File: config.mk
export PLATFORM = sky130hd
export DESIGN_NAME = pixel_color_scheduler
export DESIGN_NICKNAME = d
export VERILOG_FILES = /design/src/rtl/pixel_color_scheduler.sv
export SDC_FILE = /design/constraint.sdc
export NUM_CORES = 1
export LEC_CHECK = 0
export BUFFER_PORTS_ARGS = -buffer_cell sky130_fd_sc_hd__buf_2
export CAP_MARGIN = 20
export CORE_MARGIN = 2
export CORE_UTILIZATION = 40
export CTS_CLUSTER_DIAMETER = 60
export DETAILED_ROUTE_END_ITERATION = 8
export HOLD_SLACK_MARGIN = 0.06
export PLACE_DENSITY_LB_ADDON = 0.12
export SETUP_SLACK_MARGIN = 0.5
export SYNTH_ARGS = -nofsm -noshare
export SYNTH_HDL_FRONTEND = slang
export SYNTH_SLANG_ARGS = --single-unit
export TNS_END_PERCENT = 30
File: constraint.sdc
create_clock -name clk -period 2.1 [get_ports clk]
set_input_delay 0.21 -clock clk [delete_from_list [all_inputs] [get_ports clk]]
set_output_delay 0.21 -clock clk [all_outputs]
set_load 0.03 [all_outputs]
File: src/rtl/pixel_color_scheduler.sv
// Round-robin arbiter that shares one color_map between Julia iteration cores
// and streams one frame of RGB pixels into the frame-buffer write port.
module pixel_color_scheduler #(
  parameter int unsigned NUM_CORES    = 4,
  parameter int unsigned ADDR_W       = 17,
  parameter int unsigned FRAME_PIXELS = 130560
) (
  input  logic                          clk,
  input  logic                          rst_n,
  input  logic                          start,
  output logic                          busy,
  output logic                          frame_done,
  output logic [ADDR_W-1:0]             pixel_count,
  input  logic [NUM_CORES-1:0]          req_valid,
  input  logic [8*NUM_CORES-1:0]        req_value,
  input  logic [ADDR_W*NUM_CORES-1:0]   req_addr,
  output logic [NUM_CORES-1:0]          req_ready,
  output logic [7:0]                    cmap_value,
  input  logic [23:0]                   cmap_rgb,
  output logic                          fb_valid,
  input  logic                          fb_ready,
  output logic [ADDR_W-1:0]             fb_addr,
  output logic [23:0]                   fb_data
);

  localparam int unsigned       PTR_W   = (NUM_CORES > 1) ? $clog2(NUM_CORES) : 1;
  localparam logic [ADDR_W-1:0] FRAME_N = ADDR_W'(FRAME_PIXELS);
  localparam logic [PTR_W-1:0]  PTR_MAX = PTR_W'(NUM_CORES - 1);

  localparam logic [1:0] S_IDLE  = 2'd0;
  localparam logic [1:0] S_RUN   = 2'd1;
  localparam logic [1:0] S_FLUSH = 2'd2;
  localparam logic [1:0] S_DONE  = 2'd3;

  logic [1:0]        state_q, state_d;
  logic [PTR_W-1:0]  ptr_q, ptr_d;
  logic [ADDR_W-1:0] count_q, count_d;
  logic              fb_valid_q, fb_valid_d;
  logic [ADDR_W-1:0] fb_addr_q, fb_addr_d;
  logic [23:0]       fb_data_q, fb_data_d;
  logic              busy_q, done_q;

  logic [7:0]        val_a  [NUM_CORES];
  logic [ADDR_W-1:0] addr_a [NUM_CORES];
  logic              grant_found;
  logic [PTR_W-1:0]  grant_idx;
  logic              can_grant;
  logic              accept;

  always_comb begin
    for (int i = 0; i < NUM_CORES; i++) begin
      val_a[i]  = req_value[8*i +: 8];
      addr_a[i] = req_addr[ADDR_W*i +: ADDR_W];
    end
  end

  // First valid core at or after the pointer, wrapping around.
  always_comb begin
    grant_found = 1'b0;
    grant_idx   = '0;
    for (int k = 0; k < NUM_CORES; k++) begin
      if (!grant_found &&
          req_valid[PTR_W'((32'(ptr_q) + 32'(k)) % NUM_CORES)]) begin
        grant_found = 1'b1;
        grant_idx   = PTR_W'((32'(ptr_q) + 32'(k)) % NUM_CORES);
      end
    end
  end

  assign can_grant = (state_q == S_RUN) && (count_q < FRAME_N) &&
                     (!fb_valid_q || fb_ready);
  assign accept    = can_grant && grant_found;

  always_comb begin
    req_ready = '0;
    if (accept) req_ready[grant_idx] = 1'b1;
  end

  assign cmap_value = accept ? val_a[grant_idx] : 8'd0;

  always_comb begin
    state_d    = state_q;
    ptr_d      = ptr_q;
    count_d    = count_q;
    fb_valid_d = fb_valid_q;
    fb_addr_d  = fb_addr_q;
    fb_data_d  = fb_data_q;

    if (fb_valid_q && fb_ready) fb_valid_d = 1'b0;
    // A fresh accept reloads the slot on the same edge it drains.
    if (accept) begin
      fb_valid_d = 1'b1;
      fb_addr_d  = addr_a[grant_idx];
      fb_data_d  = cmap_rgb;
      count_d    = count_q + ADDR_W'(1);
      ptr_d      = (grant_idx == PTR_MAX) ? '0 : grant_idx + PTR_W'(1);
    end

    case (state_q)
      S_IDLE: begin
        if (start) begin
          state_d = S_RUN;
          count_d = '0;
        end
      end
      S_RUN:   if (accept && (count_d == FRAME_N)) state_d = S_FLUSH;
      S_FLUSH: if (!fb_valid_q || fb_ready) state_d = S_DONE;
      S_DONE:  state_d = S_IDLE;
      default: state_d = S_IDLE;
    endcase
  end

  always_ff @(posedge clk) begin
    if (!rst_n) begin
      state_q    <= S_IDLE;
      ptr_q      <= '0;
      count_q    <= '0;
      fb_valid_q <= 1'b0;
      fb_addr_q  <= '0;
      fb_data_q  <= '0;
      busy_q     <= 1'b0;
      done_q     <= 1'b0;
    end else begin
      state_q    <= state_d;
      ptr_q      <= ptr_d;
      count_q    <= count_d;
      fb_valid_q <= fb_valid_d;
      fb_addr_q  <= fb_addr_d;
      fb_data_q  <= fb_data_d;
      busy_q     <= (state_d == S_RUN) || (state_d == S_FLUSH);
      done_q     <= (state_d == S_DONE);
    end
  end

  assign busy        = busy_q;
  assign frame_done  = done_q;
  assign pixel_count = count_q;
  assign fb_valid    = fb_valid_q;
  assign fb_addr     = fb_addr_q;
  assign fb_data     = fb_data_q;

endmodule

==> metrics.md <==
| Metric | Value |
|---|---|
| Worst EP required | `2330 ps` |
| Hold Crit Class | `primary input to flop` |
| Nets | `870` |
| Worst-margin pin slew | `777 ps` |
| Mean post-synth cell area | `7.74 um^2` |
| Crit path max-delay cell type | `dfxtp_2` |
| Detail Route Antenna Nets | `0` |
| Inserted Clock Buffers | `9` |
| Fraction of registers with async set/reset | `0%` |
| Drt first pass iters | `5` |
| Layout area overhead | `77.3%` |
| Clock root buffer | `clkbuf_8` |
| CP top delay family | `simple AND/OR/NAND/NOR gates` |
| Peak Freq | `413 MHz` |
| Post-synth EDFFs | `0` |
| Core ar. | `8720 um^2` |
| Relative slew slack | `48.1%` |
| Failing checks | `negative setup slack` |
| Clock slew at reported path FFs | `70 ps` |
| Outcome | `complete, but fails checks` |
| Die Area | `9750 um^2` |
| Buf+Inv Stages, Crit Path | `1` |
| Critical Path Start | `pixel_count[9]` |
| Post-Syn Instances | `464` |
| I/O Buffers | `204` |
| Kind of start point of the critical path | `flop` |
| Vias in the first global route | `4315` |
| Arrival time at the worst endpoint | `2660 ps` |
| H-tree depth | `3` |
| Gpl congestion | `0.961` |
| Fin. max-slew vios | `0` |
| Ys Warns | `0` |
| CP max stage delay | `370 ps` |
| CTS tree | `built` |
| Initial core utilization | `41.2%` |
| First-pass GRT wire length | `20800 um` |
| Placed instance area | `5130 um^2` |
| Pwr/cell area | `611 nW/um^2` |
| Setup Skew | `5.97 ps` |
| Final instance area | `6370 um^2` |
| Share of the synthesized area in the top cell type | `36.2%` |
| Fin worst setup slack | `-324 ps` |
| Initial drt markers | `189` |
| Final core utilization | `73.0%` |
| Synthesized area | `3590 um^2` |
| Setup TNS | `-4130 ps` |
| Largest net degree at the start of global routing | `54` |
| Critical path, cell by cell | `nand4_1 -> buf_4 -> nor2_4 -> nor4b_4 -> and3_2 -> mux2i_1 -> and4b_1 -> o31ai_2 -> ha_2 -> and2_1` |
| Hold_sp | `cmap_rgb[7]` |
| Peak VDD IR | `0.466 mV` |
| Longest Clk Path Bufs | `2` |
| Critical path class | `flop to flop` |
| I/O pins | `205` |
| Leakage power | `2.97 nW` |
| Area leader, netlist | `dfxtp_1` |
| Unrepaired setup endpoints after global routing | `yes` |
| Die height | `98.8 um` |
| Share of cells above drive strength 1 | `57.9%` |
| Tmin final | `2420 ps` |
| Total Routing Usage GR | `26.6%` |
| Overall Power | `3.89 mW` |
| Ys flop type | `dfxtp_1` |
| Max-cap violations | `0` |
| Hold Fails Final Rpt | `0` |
| Final hold slack | `103 ps` |
| DR WL/cell | `17.0 um` |
| Row cnt | `34` |
| Initial antenna violation count | `0` |
| Worst Setup End Kind | `flop` |
| Synthesis-stage register bit count | `65` |
| DPL Wire Length | `8920 um` |
| Post-route DRC | `0` |
| Clk_lat worst skew | `340 ps` |
| Routed WL | `14400 um` |
| Crit path max fanout | `4` |
| Reg2reg start | `pixel_count[9]` |
| Total clock sinks | `65` |
| Final setup vio count | `32` |
| Syn_nets | `602` |
| Final period utilization | `115%` |
| Hold_buf cts | `0` |
| Die Width | `98.8 um` |
| Seq/Total Area, Yosys | `36.2%` |
| Netlist cell types | `54` |
| DR vias/cell | `5.29` |
| Area contributors post-synth | `dfxtp_1 (36%), nand2_1 (15%), a21oi_1 (6.7%)` |
| Routed via count | `4475` |
| GR Overflow Total | `0` |
==> power by group <==
group	leakage, nW	total (mW)	switching [mW]	internal [mW]
logic	2.31	1.37	0.717	0.653
registers	0.542	1.34	0.0404	1.30
clock network	0.113	1.19	0.486	0.699
total	2.97	3.89	1.24	2.65
==> area by class of cell <==
class / instances / area, um^2
Multi-Input combinational cell: 364 / 2630
Clock buffer: 11 / 141
Timing Repair inverter: 4 / 65.1
Clock inverter: 5 / 78.8
Tap cell: 108 / 135
Sequential cell: 65 / 1340
Timing Repair Buffer: 281 / 1940
Inverter: 7 / 43.8
Fill cell: 675 / 2350
Antenna cell: 1 / 2.50
==> layout by cell type, fill, tap and decap left out, types with 3 or more instances in the layout <==
| master | n |
|---|---|
| buf_2 | 192 |
| nand2_1 | 126 |
| buf_4 | 55 |
| dfxtp_1 | 44 |
| a21oi_1 | 40 |
| nor2_1 | 23 |
| dfxtp_2 | 18 |
| nand2_2 | 17 |
| a311o_1 | 17 |
| buf_6 | 17 |
| and2_4 | 11 |
| and3_4 | 10 |
| clkbuf_8 | 10 |
| xnor2_1 | 9 |
| and3_1 | 9 |
| a21oi_2 | 8 |
| mux4_2 | 8 |
| buf_12 | 8 |
| nand4_1 | 6 |
| nor2_4 | 5 |
| xor2_1 | 5 |
| clkinv_8 | 5 |
| nand2_4 | 5 |
| xnor2_2 | 4 |
| inv_1 | 3 |
| mux2i_1 | 3 |
| nand2b_1 | 3 |
| and2_1 | 3 |
| nor2b_4 | 3 |
| ha_4 | 3 |
| buf_8 | 3 |
| dfxtp_4 | 3 |
==> per-layer routing <==
| layer | vias up | global-route usage (%) | wire (um) |
|---|---|---|---|
| met5 | - | 0 | 0 |
| li1 | 2131 | - | - |
| met3 | 36 | 6.10 | 979 |
| met2 | 217 | 45.7 | 7360 |
| met4 | 0 | 9.91 | 390 |
| met1 | 2091 | 32.4 | 5650 |
==> worst reg2reg max path, stage by stage (launching register included) <==
cell and delay [ps]:
dfxtp_2 370, nand4_1 150, buf_4 180, nor2_4 150, nor4b_4 70, and3_2 220
mux2i_1 230, and4b_1 280, o31ai_2 230, ha_2 310, and2_1 130
==> state kept, by name (all words and copies together) (netlist names) <==
register / flops
fb_valid: 1
fb_data: 24
fb_addr: 17
pixel_count: 17
state_q: 2
frame_done: 1
ptr_q: 2
busy: 1
==> logic make-up (layout without fill, tap and decap cells) <==
group | Yosys count | in the layout | share of synthesized area, %
mux | 12 | 12 | 6.17
fa+ha+maj | 6 | 6 | 2.09
flops | 65 | 65 | 36.2
compound gates | 76 | 77 | 13.9
xor+xnor | 18 | 18 | 4.39
simple gates | 251 | 251 | 32.7
other cells | 0 | 1 | 0
buf+inv | 36 | 308 | 4.53
==> synthesized netlist by cell type (all sizes together), types with 3 or more instances <==
master,n
nor2,28
ha,6
dfxtp,65
mux4,8
or2,3
xnor2,13
nand4,7
a311o,17
nand2b,5
nand2,148
clkbuf,14
nand3,3
nor3,5
buf,15
inv,5
xor2,5
and3,21
mux2i,3
nor2b,4
a21oi,48
and2,14
==> what timing repair did <==
item | 4_1_cts | 5_1_grt
pin swaps | 67 | 56
buffers inserted | 8 | 11
setup endpoints to repair | 75 | 72
gates cloned | 6 | 4
resized for setup | 111 | 47
==> worst paths after layout <==
kind                      end  slack (ps)  cells after the start
setup reg to reg         busy        -320                     10
hold reg to reg   fb_data[11]         450                      2
setup / recovery         busy        -320                     10
hold / removal     fb_data[7]         100                      3
==> through the flow <==
stage,worst slack (ps),cells
floorplan,-293,464
global placement,-344,800
detailed placement,-410,800
CTS,-269,830
global route,-424,845
finish,-324,846
No activity file was read; power rests on OpenSTA's default activity.
